==> src/rtl/regfile_write_arbiter_if.sv <==
// Writeback request channel: one valid/ready push
// of {addr, data} toward the register-file write arbiter.
interface regfile_write_arbiter_if #(
  parameter int ADDR_WIDTH = 5,
  parameter int DATA_WIDTH = 32
);
  logic                  valid;
  logic                  ready;
  logic [ADDR_WIDTH-1:0] addr;
  logic [DATA_WIDTH-1:0] data;

  modport master (
    output valid,
    output addr,
    output data,
    input  ready
  );

  modport slave (
    input  valid,
    input  addr,
    input  data,
    output ready
  );
endinterface

==> src/rtl/regfile_write_arbiter.sv <==
// Two-source register-file write arbiter: per-source FIFOs,
// round-robin drain into a registered write port, pending query.
module regfile_write_arbiter #(
  parameter int DATA_WIDTH = 32,
  parameter int ADDR_WIDTH = 5,
  parameter int FIFO_DEPTH = 2,
  parameter int DROP_R0    = 1
) (
  input  logic                  clock,
  input  logic                  reset_n,
  regfile_write_arbiter_if.slave req0,
  regfile_write_arbiter_if.slave req1,
  input  logic [ADDR_WIDTH-1:0] query_addr,
  output logic                  query_pending,
  output logic                  sig_RegWrite,
  output logic [ADDR_WIDTH-1:0] a3,
  output logic [DATA_WIDTH-1:0] wd3,
  output logic                  busy
);

  localparam int PW = $clog2(FIFO_DEPTH);
  localparam int CW = PW + 1;

  logic [ADDR_WIDTH-1:0] f_addr [2][FIFO_DEPTH];
  logic [DATA_WIDTH-1:0] f_data [2][FIFO_DEPTH];
  logic [PW-1:0]         wr_ptr [2];
  logic [PW-1:0]         rd_ptr [2];
  logic [CW-1:0]         count  [2];
  logic                  last_grant;

  logic [1:0]            in_valid;
  logic [ADDR_WIDTH-1:0] in_addr [2];
  logic [DATA_WIDTH-1:0] in_data [2];
  logic [1:0]            ready;
  logic [1:0]            ne;
  logic [1:0]            push;
  logic [1:0]            pop;
  logic                  sel;
  logic [ADDR_WIDTH-1:0] head_addr;
  logic [DATA_WIDTH-1:0] head_data;
  logic                  drop_head;
  logic [PW-1:0]         off;
  logic                  hit;

  assign in_valid   = {req1.valid, req0.valid};
  assign in_addr[0] = req0.addr;
  assign in_addr[1] = req1.addr;
  assign in_data[0] = req0.data;
  assign in_data[1] = req1.data;
  assign req0.ready = ready[0];
  assign req1.ready = ready[1];

  // Occupancy flags, handshake and round-robin grant
  always_comb begin
    for (int i = 0; i < 2; i++) begin
      ne[i]    = count[i] != '0;
      ready[i] = count[i] < CW'(FIFO_DEPTH);
      push[i]  = in_valid[i] & ready[i];
    end
    pop[1]    = ne[1] & (~ne[0] | ~last_grant);
    pop[0]    = ne[0] & ~pop[1];
    sel       = pop[1];
    head_addr = f_addr[sel][rd_ptr[sel]];
    head_data = f_data[sel][rd_ptr[sel]];
    drop_head = (DROP_R0 != 0) && (head_addr == '0);
  end

  // FIFO storage, written only on an accepted push
  always_ff @(posedge clock) begin
    for (int i = 0; i < 2; i++) begin
      if (push[i]) begin
        f_addr[i][wr_ptr[i]] <= in_addr[i];
        f_data[i][wr_ptr[i]] <= in_data[i];
      end
    end
  end

  // FIFO pointers and occupancy counts
  always_ff @(posedge clock or negedge reset_n) begin
    if (!reset_n) begin
      for (int i = 0; i < 2; i++) begin
        wr_ptr[i] <= '0;
        rd_ptr[i] <= '0;
        count[i]  <= '0;
      end
    end else begin
      for (int i = 0; i < 2; i++) begin
        if (push[i]) wr_ptr[i] <= wr_ptr[i] + 1'b1;
        if (pop[i])  rd_ptr[i] <= rd_ptr[i] + 1'b1;
        unique case (1'b1)
          push[i] & ~pop[i]: count[i] <= count[i] + 1'b1;
          ~push[i] & pop[i]: count[i] <= count[i] - 1'b1;
          default:           count[i] <= count[i];
        endcase
      end
    end
  end

  // Registered write stage and grant history
  always_ff @(posedge clock or negedge reset_n) begin
    if (!reset_n) begin
      sig_RegWrite <= 1'b0;
      a3           <= '0;
      wd3          <= '0;
      last_grant   <= 1'b1;
    end else if (|pop) begin
      last_grant <= sel;
      if (drop_head) begin
        sig_RegWrite <= 1'b0;
      end else begin
        sig_RegWrite <= 1'b1;
        a3           <= head_addr;
        wd3          <= head_data;
      end
    end else begin
      sig_RegWrite <= 1'b0;
    end
  end

  // Pending-write lookup over live FIFO slots and the write stage
  always_comb begin
    hit = 1'b0;
    off = '0;
    for (int i = 0; i < 2; i++) begin
      for (int k = 0; k < FIFO_DEPTH; k++) begin
        off = PW'(k) - rd_ptr[i];
        if (({1'b0, off} < count[i]) && (f_addr[i][k] == query_addr))
          hit = 1'b1;
      end
    end
    if (sig_RegWrite && (a3 == query_addr))
      hit = 1'b1;
    if ((DROP_R0 != 0) && (query_addr == '0))
      hit = 1'b0;
    query_pending = hit;
  end

  assign busy = ne[0] | ne[1] | sig_RegWrite;

endmodule

==> src/flat_wrapper.sv <==
// flat-port wrapper written by rule: the top's interface ports become plain ports
module regfile_write_arbiter_flat 
#(
  parameter int DATA_WIDTH = 32,
  parameter int ADDR_WIDTH = 5,
  parameter int FIFO_DEPTH = 2,
  parameter int DROP_R0    = 1
)
  (clock, reset_n, query_addr, query_pending, sig_RegWrite, a3, wd3, busy, req0_valid, req0_addr, req0_data, req0_ready, req1_valid, req1_addr, req1_data, req1_ready);
  regfile_write_arbiter_if #(.ADDR_WIDTH(ADDR_WIDTH), .DATA_WIDTH(DATA_WIDTH)) req0_i ();
  regfile_write_arbiter_if #(.ADDR_WIDTH(ADDR_WIDTH), .DATA_WIDTH(DATA_WIDTH)) req1_i ();
  input  logic clock;
  input  logic reset_n;
  input  logic [ADDR_WIDTH-1:0] query_addr;
  output logic query_pending;
  output logic sig_RegWrite;
  output logic [ADDR_WIDTH-1:0] a3;
  output logic [DATA_WIDTH-1:0] wd3;
  output logic busy;
  input wire logic [$bits(req0_i.valid)-1:0] req0_valid;
  input wire logic [$bits(req0_i.addr)-1:0] req0_addr;
  input wire logic [$bits(req0_i.data)-1:0] req0_data;
  output wire logic [$bits(req0_i.ready)-1:0] req0_ready;
  input wire logic [$bits(req1_i.valid)-1:0] req1_valid;
  input wire logic [$bits(req1_i.addr)-1:0] req1_addr;
  input wire logic [$bits(req1_i.data)-1:0] req1_data;
  output wire logic [$bits(req1_i.ready)-1:0] req1_ready;
  assign req0_i.valid = req0_valid;
  assign req0_i.addr = req0_addr;
  assign req0_i.data = req0_data;
  assign req0_ready = req0_i.ready;
  assign req1_i.valid = req1_valid;
  assign req1_i.addr = req1_addr;
  assign req1_i.data = req1_data;
  assign req1_ready = req1_i.ready;
  regfile_write_arbiter #(.DATA_WIDTH(DATA_WIDTH), .ADDR_WIDTH(ADDR_WIDTH), .FIFO_DEPTH(FIFO_DEPTH), .DROP_R0(DROP_R0)) u_core (.clock(clock), .reset_n(reset_n), .req0(req0_i), .req1(req1_i), .query_addr(query_addr), .query_pending(query_pending), .sig_RegWrite(sig_RegWrite), .a3(a3), .wd3(wd3), .busy(busy));
endmodule
==> config.mk <==
export PLATFORM = sky130hd
export DESIGN_NAME = regfile_write_arbiter_flat
export DESIGN_NICKNAME = d
export VERILOG_FILES = /design/src/rtl/regfile_write_arbiter_if.sv /design/src/rtl/regfile_write_arbiter.sv /design/src/flat_wrapper.sv
export SDC_FILE = /design/constraint.sdc
export NUM_CORES = 1
export LEC_CHECK = 0
export ABC_CLOCK_PERIOD_IN_PS = 3400
export CORE_MARGIN = 5
export CORE_UTILIZATION = 48
export CTS_CLUSTER_SIZE = 10
export DETAILED_ROUTE_END_ITERATION = 10
export MAX_ROUTING_LAYER = met4
export PLACE_DENSITY = 0.74
export SYNTH_ARGS = -nofsm -noshare
export SYNTH_HDL_FRONTEND = slang
export SYNTH_SLANG_ARGS = --single-unit
==> constraint.sdc <==
create_clock -name clock -period 3.4 [get_ports clock]
set_clock_uncertainty 0.2 [all_clocks]
set_input_delay 1.02 -clock clock [delete_from_list [all_inputs] [get_ports clock]]
set_output_delay 1.02 -clock clock [all_outputs]
set_load 0.02 [all_outputs]
==> qor.txt, run 1 <==
Sw Ratio: 0.333
Logic pwr share: 0.389
Final Hold Vio Count: 0
Max Cap Viol: 0
Initial Utilization: 0.484
Area fraction of the dominant cell type after synthesis: 0.562
Seq/Total Area, Yosys: 0.711
Die extent in x: 138 µm
Post-synth EDFFs: 148
Synth-to-Final Area Change: 27.3%
Nets: 713
Top post-synthesis cells by area: edfxtp_1, dfrtp_1, mux2_2
Initial antenna violation count: 0
Area of the core: 16300 µm²
Placer Congestion: 0.875
CTS H-tree depth: 4
Pwr per Cell Area: 910 nW/µm²
Final Non-Filler Cells: 860
Critical path class: in2out
Yosys reg bits: 195
Placed Cells: 829
Global Route Usage Sum: 0.183
Global route overflow: 0
N_diodes: 0
CTS Sinks: 195
Syn Nets: 585
Most common cell in the netlist: edfxtp_1
CP startpoint kind: primary input
Synth top cells by count: edfxtp_1, dfrtp_1, a21oi_1, mux2i_1, nor2b_1
Share of cells above drive strength 1: 0.166
Pin count of the biggest net entering global routing: 75
DIE HEIGHT: 138 µm
Worst VDD drop: 0.493 mV
DRT Pass-1 Iters: 4
Crit-path max FO: 6
Latest clock arrival within the worst-skew pair: 0.43 ns
Fill count: 1214
Reg-to-reg startpoint: u_core.rd_ptr[0]$_DFFE_PN0N_
Status: completed
Vias: 4578
Reg-to-reg endpoint: u_core.wd3[20]$_DFFE_PN0P_
CTS tree: done
Hold buffer count at cts: 0
Maximum clock path buffer count: 2
Slew Limit Fails: 0
Final Routed Wirelength: 16.7 mm
Clock root cell: clkbuf_16
Total power: 9.16 mW
Initial drt markers: 172
Sequential share of power: 0.394
Vias in the first global route: 4948
Die area: 19100 µm²
Number of remaining DRC errors: 0
Final Setup Violations: 0
HPWL after DPL: 11.1 mm
# port buffers: 124
Hold Slack: 0.214 ns
Cells on worst reg2reg path: 7
Num rows: 47
Fmax: 303 MHz
Psw: 3.05 mW
Lkg Pwr: 3.55 nW
Synth unique cells: 39
Final ANT Viol Nets: 0
Cell area after synthesis: 7910 µm²
Arrival time at the worst endpoint: 2.08 ns
Int Pwr: 6.11 mW
CTS Buf Count: 17
Top FF cell, synth: edfxtp_1
Final worst-path cycle share: 0.970
YS warnings: 0
Drt via density: 5.32
Drt wl/cell: 19.4 µm
Post-CTS Setup Bufs: 0
Syn_area_per_cell: 15.8 µm²
Headroom to the max-slew limit: 0.471
Worst Max-Slew Pin Slew: 0.794 ns
Clock group share of total power: 0.217
Worst min-delay path category: in2async
Post-synthesis cell count: 500
CTS clk-pin slew, worst paths: 0.06 ns
# IOs: 125
Post-synthesis async set-or-reset flop share: 0.241
Crit end category: output pin
Reg2Reg Setup Slack: 0.54 ns
Yosys top cell by area: edfxtp_1
Tmin final: 3.30 ns
First-pass GRT wire length: 26.6 mm
Req. time, crit path: 2.18 ns
[cells in the final DEF, fill, tap and decap left out, types with 3 or more instances in the layout]
cell / instances
a211oi_1: 36
dfrtp_1: 44
clkdlybuf4s50_1: 117
xnor2_1: 21
bufinv_16: 3
mux2_2: 35
a21oi_1: 39
nand2_1: 3
buf_4: 14
nor2_1: 9
inv_6: 3
clkbuf_1: 4
xor2_1: 11
buf_2: 5
nor4_1: 4
nor2b_1: 38
buf_12: 3
nor3_2: 4
clkbuf_16: 17
xnor2_2: 3
mux2i_1: 38
inv_1: 4
edfxtp_1: 148
[sequential cells by signal (all words and copies together), names as in the netlist]
signal               flops
u_core.f_data          128
u_core.wd3              32
u_core.f_addr           20
u_core.a3                5
u_core.count             4
u_core.rd_ptr            2
u_core.wr_ptr            2
u_core.last_grant        1
u_core.sig_RegWrite      1
[critical path: stages]
cell and delay (ns):
clkbuf_4 0.17, xnor2_2 0.15, nand4_1 0.12, nor3_2 0.25, nor4_2 0.07, a21oi_1 0.14
buf_4 0.15
[kinds of logic (layout without fill, tap and decap cells)]
| kind of cell | count (synthesis) | in the layout | synth area share |
|---|---|---|---|
| and+or+nand+nor | 71 | 71 | 0.0530 |
| DFF | 195 | 195 | 0.711 |
| xor gates and xnor gates | 35 | 35 | 0.0388 |
| muxes | 74 | 74 | 0.0998 |
| buffers and inverters | 36 | 176 | 0.0209 |
| adders and majority gates | 2 | 2 | 0.00316 |
| AOI/OAI and AO/OA | 87 | 87 | 0.0734 |
[power by group through the flow]
stage	Sequential, mW	Clock, mW	Combinational (mW)
floorplan	3.84	0	2.12
CTS	3.61	2.02	3.62
global placement	3.63	0	3.50
global route	3.67	2.14	3.86
detailed placement	3.66	0	3.60
finish	3.61	1.99	3.56
[stage by stage]
step	cell area, µm²	utilization	setup TNS, ns	worst slack, ns
floorplan	7910	-	0	0.0634
global placement	9460	0.579	-0.769	-0.769
detailed placement	9460	0.579	-0.882	-0.882
CTS	10000	0.615	0	0.00455
global route	10100	0.616	-0.00112	-0.00112
finish	10100	0.616	0	0.101
[repair_timing]
item	in CTS	in global routing
gates resized for setup	23	16
pin swaps	1	3
setup endpoints to repair	1	1
[layout make-up]
class / count / area (µm²) / share of cell area
clock inverter: 9 / 130 / 0.0129
inverter: 5 / 18.8 / 0.00186
multi-input combinational: 269 / 2190 / 0.218
timing repair buffer: 140 / 1370 / 0.136
sequential: 195 / 5620 / 0.559
tap: 220 / 275 / 0.0273
clock buffer: 22 / 454 / 0.0451
[worst max path at each step]
stage               slack (ns)           from            end
floorplan                 0.06  query_addr[0]  query_pending
global placement         -0.77  query_addr[4]  query_pending
detailed placement       -0.88  query_addr[2]  query_pending
CTS                      0.005  query_addr[3]  query_pending
global route            -0.001  query_addr[4]  query_pending
finish                    0.10  query_addr[2]  query_pending
[metal layers]
metal,track usage,vias up,part of all wire
li1,-,2145,-
met1,0.220,2290,0.42
met2,0.304,112,0.52
met3,0.0376,31,0.037
met4,0.0718,0,0.023
met5,-,-,0
No activity file was read; power rests on OpenSTA's default activity.
==> run 2, diff against run 1 <==
Settings changed: CAP_MARGIN from default to 5.
==> results of run 2 <==
Same layout as run 1: the final DEF is identical, and so are final timing and power.
==> run 3, diff against run 2 <==
Settings changed: ABC_AREA from default to 1, CORE_UTILIZATION 48 to 38, PLACE_DENSITY 0.74 to 0.61, TNS_END_PERCENT from default to 20.
==> qor.txt, run 3 <==
Status: completed
Fill count: 1917
Seq/Total Area, Yosys: 0.698
Cells on worst reg2reg path: 9
Area of the core: 21000 µm²
Final ANT Viol Nets: 0
HPWL after DPL: 12.2 mm
Final Hold Vio Count: 0
Area of the multi-input gates: 2220 µm²
Register area: 5620 µm²
CP startpoint kind: primary input
Tmin final: 3.35 ns
Initial Utilization: 0.385
Hold depth: 2
CTS tree: done
Cell area after synthesis: 8060 µm²
Headroom to the max-slew limit: 0.531
Crit-path max cell delay: 0.16 ns
Syn_area_per_cell: 11.9 µm²
Most frequent cell on the critical path: buf_4
CTS H-tree depth: 4
Crit path depth: 10
Worst Max-Slew Pin Slew: 0.703 ns
CTS Buf Count: 17
Hold buffer count at cts: 0
# port buffers: 124
Initial antenna violation count: 0
DRT Pass-1 Iters: 5
Die area: 24200 µm²
First-pass GRT wire length: 29.7 mm
Num rows: 53
Post-synthesis async set-or-reset flop share: 0.241
Worst VDD drop: 0.679 mV
Most common library cell in the layout ignoring fill and taps: edfxtp_1
Global route overflow: 0
Share of cells above drive strength 1: 0.153
Finished Cell Area: 10400 µm²
Pwr per Cell Area: 987 nW/µm²
Top post-synthesis cells by area: edfxtp_1, dfrtp_1, nand2_1
Vias: 5392
Syn Nets: 762
Area fraction of the dominant cell type after synthesis: 0.551
CTS Sinks: 195
# IOs: 125
Synth top cells by count: edfxtp_1, nand2_1, nor2_1, nand3_1, dfrtp_1
Final Routed Wirelength: 19.3 mm
Max Cap Viol: 0
Die extent in x: 156 µm
Setup TNS: 0 ns
Most common cell in the netlist: edfxtp_1
Vias in the first global route: 5452
Number of remaining DRC errors: 0
Clock root cell: clkbuf_16
Worst Path Buf+Inv: 3
Post-synthesis cell count: 677
Yosys reg bits: 195
Nets: 900
Placer Congestion: 0.815
Top FF cell, synth: edfxtp_1
Req. time, crit path: 2.18 ns
Fmax: 299 MHz
Critical path class: in2out
Post-synth EDFFs: 148
Synth-to-Final Area Change: 29.4%
Arrival time at the worst endpoint: 2.13 ns
Commonest non-fill, non-tap cells in the layout: edfxtp_1, nand2_1, clkdlybuf4s50_1
Cell Chain, Critical Path: buf_4, buf_4, a21oi_1, o221ai_1, nor3_1, nand2_1, nand3_1, nor2_1, nor2_1, buf_4
Final worst-path cycle share: 0.984
DIE HEIGHT: 156 µm
YS warnings: 0
Global Route Usage Sum: 0.165
Slowest cell on the critical path: buf_4
Synth unique cells: 32
Final Setup Violations: 0
Max reg flops: 128
RSZ-0062 raised after global routing: true
Maximum clock path buffer count: 2
Pin count of the biggest net entering global routing: 84
Crit-path max FO: 5
N_diodes: 0
Lkg Pwr: 4.00 nW
Placed inst area: 9730 µm²
Latest clock arrival within the worst-skew pair: 0.43 ns
Yosys top cell by area: edfxtp_1
Crit path max-delay family: buffers and inverters
Crit end category: output pin
CTS clk-pin slew, worst paths: 0.07 ns
Initial drt markers: 295
Worst min-delay path category: reg2reg
Drt wl/cell: 17.5 µm
Slew Limit Fails: 0
Drt via density: 4.89
-- run 3: changes by cell type in the layout (fill, tap and decap cells not counted), moves of 35 or more --
cell      delta
a211oi_1    -36
nor2_1      +71
nand3_1     +47
nand2_1    +118
mux2i_1     -38
nor2b_1     -38
mux2_2      -35
a21oi_1     -35
-- run 3: path summary, 6_finish.rpt --
kind | from | end | slack (ns)
min in group asynchronous | reset_n | u_core.wd3[31]$_DFFE_PN0P_ | 0.53
max in group asynchronous | reset_n | u_core.sig_RegWrite$_DFF_PN0_ | 2.01
min reg2reg | u_core.wd3[22]$_DFFE_PN0P_ | u_core.wd3[22]$_DFFE_PN0P_ | 0.27
max | query_addr[1] | query_pending | 0.05
min | u_core.wd3[22]$_DFFE_PN0P_ | u_core.wd3[22]$_DFFE_PN0P_ | 0.27
max reg2reg | u_core.count[3]$_DFFE_PN0P_ | u_core.wd3[22]$_DFFE_PN0P_ | 0.64
-- run 3: stage by stage --
stage	utilization	std cells	setup WS [ns]	hold slack (ns)	total power, mW
finish	0.498	1103	0.0540	0.270	10.3
floorplan	-	677	0.0637	0.258	6.78
detailed placement	0.464	1070	-0.921	0.257	8.32
global route	0.498	1103	-0.0468	0.291	11.1
CTS	0.496	1103	0.00200	0.275	10.4
global placement	0.464	1070	-0.941	0.253	8.26
-- run 3: area by class of cell --
class,count,area share
well taps,275,0.0330
repair buffers,155,0.143
clock buffers,18,0.0412
inverters,37,0.0136
clock inverters,14,0.0180
flip-flops and latches,195,0.539
multi-input cells,409,0.213
-- run 3: cell families (layout without fill, tap and decap cells) --
family | count (synthesis) | after routing | synth area share
compound gates | 86 | 86 | 0.0772
xor+xnor | 16 | 16 | 0.0174
fa+ha+maj | 2 | 2 | 0.00310
buf+inv | 73 | 224 | 0.0413
flops | 195 | 195 | 0.698
simple gates | 305 | 305 | 0.163
-- run 3: what timing repair did --
item                       in CTS  in global routing
resized for setup              39                 11
setup buffers                   1                  0
setup endpoints to repair       1                  2
pin swaps                      11                 11
-- run 3: tightest hold or removal path, cell delays in order, from the launching register on --
cell and delay [ns]:
dfrtp_1 0.34, nand2_1 0.05, nand2_1 0.04
-- run 3: report_power, final --
part	switching (mW)	leakage, nW	internal (mW)
sequential	0.317	1.91	3.29
clock	0.937	0.302	1.13
combinational	2.82	1.78	1.81
total	4.07	4.00	6.23
-- run 3: metal layers --
metal,global-route usage,share of wire
met1,0.216,0.46
met2,0.267,0.49
met3,0.0374,0.050
met4,0.0367,0.0076
met5,-,0
